===== src/rtl/fetch_stage.sv =====
`default_nettype none
// ============================================================================
// Module   : fetch_stage
// Purpose  : Instruction fetch with single outstanding request and 2-entry
//            {pc, inst} queue toward decode; redirects flush and refetch.
// Revision : 1.0
// ============================================================================
module fetch_stage #(
    parameter logic [31:0] RESET_PC = 32'h0000_0000,
    parameter int unsigned PC_INCR  = 4
) (
    input  logic        clk,
    input  logic        reset,
    input  logic        redirect,
    input  logic [31:0] redirect_pc,
    output logic        imem_req,
    output logic [31:0] imem_addr,
    input  logic        imem_ack,
    input  logic        imem_rvalid,
    input  logic [31:0] imem_rdata,
    output logic        out_valid,
    input  logic        out_ready,
    output logic [31:0] out_pc,
    output logic [31:0] out_inst
);

    localparam logic [31:0] C_PC_INCR = 32'(PC_INCR);

    typedef enum logic [1:0] {
        S_IDLE  = 2'd0,
        S_WAIT  = 2'd1,
        S_DRAIN = 2'd2
    } state_t;

    state_t      r_state;
    logic [31:0] r_fetch_pc;
    logic [31:0] r_req_pc;
    logic [31:0] r_fifo_pc   [2];
    logic [31:0] r_fifo_inst [2];
    logic        r_rd_ptr;
    logic        r_wr_ptr;
    logic [1:0]  r_count;

    logic        w_req;
    logic        w_acked;
    logic        w_push;
    logic        w_pop;
    logic        w_in_flight;
    logic        w_unused;

    // Low redirect bits are discarded by the word alignment.
    assign w_unused = &{1'b0, redirect_pc[1:0]};

    assign w_req   = (r_state == S_IDLE) && (r_count < 2'd2) && !reset;
    assign w_acked = w_req && imem_ack;
    assign w_push  = (r_state == S_WAIT) && imem_rvalid;
    assign w_pop   = out_valid && out_ready;

    // A request is still outstanding after this cycle unless its data returns now.
    assign w_in_flight = w_acked
                      || (((r_state == S_WAIT) || (r_state == S_DRAIN)) && !imem_rvalid);

    assign imem_req  = w_req;
    assign imem_addr = r_fetch_pc;
    assign out_valid = (r_count != 2'd0) && !reset;
    assign out_pc    = r_fifo_pc[r_rd_ptr];
    assign out_inst  = r_fifo_inst[r_rd_ptr];

    always_ff @(posedge clk) begin
        if (reset) begin
            r_state    <= S_IDLE;
            r_fetch_pc <= RESET_PC;
            r_req_pc   <= 32'h0000_0000;
            r_count    <= 2'd0;
            r_rd_ptr   <= 1'b0;
            r_wr_ptr   <= 1'b0;
        end else if (redirect) begin
            r_count    <= 2'd0;
            r_rd_ptr   <= 1'b0;
            r_wr_ptr   <= 1'b0;
            r_fetch_pc <= {redirect_pc[31:2], 2'b00};
            r_state    <= w_in_flight ? S_DRAIN : S_IDLE;
        end else begin
            if (w_push) begin
                r_wr_ptr <= ~r_wr_ptr;
            end
            if (w_pop) begin
                r_rd_ptr <= ~r_rd_ptr;
            end
            if (w_push && !w_pop) begin
                r_count <= r_count + 2'd1;
            end else if (!w_push && w_pop) begin
                r_count <= r_count - 2'd1;
            end

            case (r_state)
                S_IDLE: begin
                    if (w_acked) begin
                        r_req_pc   <= r_fetch_pc;
                        r_fetch_pc <= r_fetch_pc + C_PC_INCR;
                        r_state    <= S_WAIT;
                    end
                end
                S_WAIT: begin
                    if (imem_rvalid) begin
                        r_state <= S_IDLE;
                    end
                end
                S_DRAIN: begin
                    if (imem_rvalid) begin
                        r_state <= S_IDLE;
                    end
                end
                default: r_state <= S_IDLE;
            endcase
        end
    end

    // Queue storage needs no reset: entries are only read while counted valid.
    always_ff @(posedge clk) begin
        if (!reset && !redirect && w_push) begin
            r_fifo_pc[r_wr_ptr]   <= r_req_pc;
            r_fifo_inst[r_wr_ptr] <= imem_rdata;
        end
    end

endmodule
`default_nettype wire

===== config.mk =====
export PLATFORM = sky130hd
export DESIGN_NAME = fetch_stage
export DESIGN_NICKNAME = d
export VERILOG_FILES = /design/src/rtl/fetch_stage.sv
export SDC_FILE = /design/constraint.sdc
export NUM_CORES = 1
export LEC_CHECK = 0
export CAP_MARGIN = 20
export CORE_AREA = 2 2 155 119
export DETAILED_ROUTE_END_ITERATION = 6
export DIE_AREA = 0 0 157 121
export PLACE_DENSITY_LB_ADDON = 0.2
export REMOVE_ABC_BUFFERS = 1
export SLEW_MARGIN = 30
export SYNTH_ARGS = -nofsm -noshare
export SYNTH_HDL_FRONTEND = slang
export SYNTH_SLANG_ARGS = --single-unit
export TNS_END_PERCENT = 30

===== constraint.sdc =====
create_clock -name clk -period 7 [get_ports clk]
set_input_delay 1.4 -clock clk [delete_from_list [all_inputs] [get_ports clk]]
set_output_delay 1.4 -clock clk [all_outputs]
set_load 0.05 [all_outputs]

==> flow_summary_export.csv <==
group,metric,value,unit
cts,cts_made_buffers,17,
routing,drc,0,
cts,cts_max_path_buffers,2,
routing,dr.pass1.iters,4,
sta,timing.hold.ws,457,ps
worst_setup_path,r2r_cells,6,
worst_setup_path,worstReg2RegStart,"r_state[0]",
logic_synthesis,yosysUniqueCellTypes,47,
placed_design,dp.cells,985,
layout,area_growth,31.8,%
cts,htreeDepth,4,
global_route,gr-total-overflow,0,
cts,clk_pin_slew,70,ps
worst_setup_path,worstSetupEndpointType,"primary output",
sta,fin_tns_setup,0,ps
cts,postCtsSetupRepairBufs,0,
worst_hold_path,min_path_type,"flip-flop to flip-flop",
logic_synthesis,syn_inst,609,
pwr,powerDensity,239,nW/µm²
sta,worstMarginPinSlew,946,ps
floorplanning,start_util,44.5,%
logic_synthesis,yosysTopAreaCell,"edfxtp_1",
logic_synthesis,ys_seq_elements,191,
logic_synthesis,synth-edff-count,124,
routing,via_per_inst,5.27,
placed_design,detailed_place_hpwl,12000,µm
logic_synthesis,ys_seq_area_share,65.4,%
logic_synthesis,ys_async_sr_fraction,0,%
worst_setup_path,critPathLaunchType,"flip-flop",
cts,cts.sink_count,191,
layout,final_cells,1017,
sta,maxSlewViolCount,0,
layout,num_antenna_cells,0,
sta,min_period,4250,ps
floorplanning,core_area,17400,µm²
worst_setup_path,worstSetupEndpoint,"out_pc[4]",
outcome,outcome,"completed",
sta,rsz0062_at_grt,"no",
pwr,p_leak,3.38,nW
placed_design,numPortBuffers,161,
floorplanning,die_w,157,µm
sta,fin_crit_sh,60.6,%
worst_setup_path,worstPathRequired,5600,ps
logic_synthesis,syn_avg_cell_area,12.7,µm²
sta,skew,8.12,ps
sta,hold_viol,0,
routing,initialDrtViolationCount,349,
floorplanning,io_pins,168,
worst_setup_path,worst_r2r_endpoint,"imem_addr[31]",
layout,drive_above_1_share,14.7,%
logic_synthesis,synthFlopType,"edfxtp_1",
sta,max_freq,236,MHz
logic_synthesis,yosysTopAreaCellShare,48.1,%
worst_setup_path,path_class,"flip-flop to primary output",
sta,setup_viol,0,
routing,vias,5357,
logic_synthesis,synth_area_leaders,"edfxtp_1, dfxtp_1, mux2_2",
layout,nets,836,
logic_synthesis,yosys_warnings,0,
worst_setup_path,worst-path-max-fanout,44,
global_route,grt_pass1_vias,5311,
pwr,power,2.44,mW
layout,layout_common_cells,"clkdlybuf4s50_1, edfxtp_1, nand2_1, dfxtp_1, mux2_2",
cts,clk_latency,420,ps
worst_setup_path,ff2ff_setup_slack,4560,ps
global_route,grt_pass1_wl,27800,µm
run,max_cap_violations,0,
worst_setup_path,arrival,2850,ps
global_route,antenna_found_initial,0,
routing,routedWlPerCell,17.6,µm
global_route,grt_start_max_net_pins,69,
cts,cts_resized,0,
routing,ant_nets,0,
floorplanning,fp.dieH,121,µm
pwr,peakVddDrop,0.166,mV
layout,layout_commonest_cell,"clkdlybuf4s50_1",
global_route,track_usage,19.1,%
routing,wirelength,17900,µm
floorplanning,std_cell_rows,42,
cts,cts_tree,"done",
cts,cts_hold_buf,0,
sta,relSlewSlack,36.8,%
placed_design,place.gp.congestion,0.803,
cts,clockRootBuffer,"clkbuf_16",
floorplanning,die_area,19000,µm²
logic_synthesis,netlist_area,7740,µm²
==> cell families after synthesis <==
kind of cell	after synthesis	synth area share (%)
and+or+nand+nor	198	12.9
DFF	191	65.4
AOI/OAI and AO/OA	88	7.65
muxes	62	9.02
buffers and inverters	52	2.83
xor gates and xnor gates	13	1.47
adders and majority gates	4	0.647
other	1	0.0485
==> flip-flops by register name (all words and copies together) (netlist names), named ones only <==
| name | count |
|---|---|
| imem_addr | 30 |
| r_count | 2 |
| r_fifo_inst | 64 |
| r_fifo_pc | 60 |
| r_rd_ptr | 1 |
| r_req_pc | 30 |
| r_state | 2 |
| r_wr_ptr | 1 |
==> synth_stat cells (9+ instances only) <==
| cell type | count |
|---|---|
| a21oi_1 | 35 |
| a311oi_1 | 13 |
| clkbuf_1 | 28 |
| dfxtp_1 | 67 |
| edfxtp_1 | 124 |
| inv_1 | 12 |
| mux2_2 | 62 |
| nand2_1 | 77 |
| nand3_1 | 16 |
| nand4_1 | 15 |
| nor2_1 | 33 |
| o21ai_0 | 9 |
| or4_1 | 13 |
==> worst max-delay path: stages, from the launching register on <==
cell,delay (ps)
dfxtp_2,650
buf_4,590
mux2_2,430
clkdlybuf4s50_1,710
==> per-layer routing <==
layer  routed length (µm)  GRT usage [%]
met1                 8120           25.9
met2                 8120           30.1
met3                 1430           5.54
met4                  212           5.56
met5                    0              0
==> how the worst min path moves through the flow <==
stage / start / end / slack, ps / cells past startpoint
floorplan: r_req_pc[10] / r_fifo_pc[0][10] / 430 / 0
global placement: r_req_pc[13] / r_fifo_pc[0][13] / 430 / 0
detailed placement: r_req_pc[2] / r_fifo_pc[0][2] / 440 / 0
CTS: r_req_pc[2] / r_fifo_pc[1][2] / 450 / 0
global route: r_req_pc[31] / r_fifo_pc[0][31] / 470 / 0
finish: r_req_pc[29] / r_fifo_pc[0][29] / 460 / 0
==> area by class of cell <==
type	instances	area [µm²]
fill	1407	7200
tap	242	303
multi-input combinational	369	2480
inverter	12	45.0
timing repair buffer	171	1680
sequential	191	5070
clock inverter	15	190
clock buffer	17	425
==> through the flow <==
| step | util [%] | cell area (µm²) | setup WS, ps |
|---|---|---|---|
| 2_1_floorplan | - | 7580 | 463 |
| 6_report | 58.6 | 10200 | 2750 |
| 5_1_grt | 58.6 | 10200 | 2610 |
| 3_3_place_gp | 55.1 | 9580 | 3010 |
| 3_5_place_dp | 55.1 | 9580 | 2930 |
| 4_1_cts | 58.6 | 10200 | 2690 |
==> where the power goes <==
group          internal (mW)  switching (mW)  leakage [nW]
Clock                  0.596           0.410         0.296
Combinational         0.0800           0.114          1.34
Sequential              1.21          0.0278          1.75
Total                   1.89           0.552          3.38
Power figures use the tool's default switching activity.
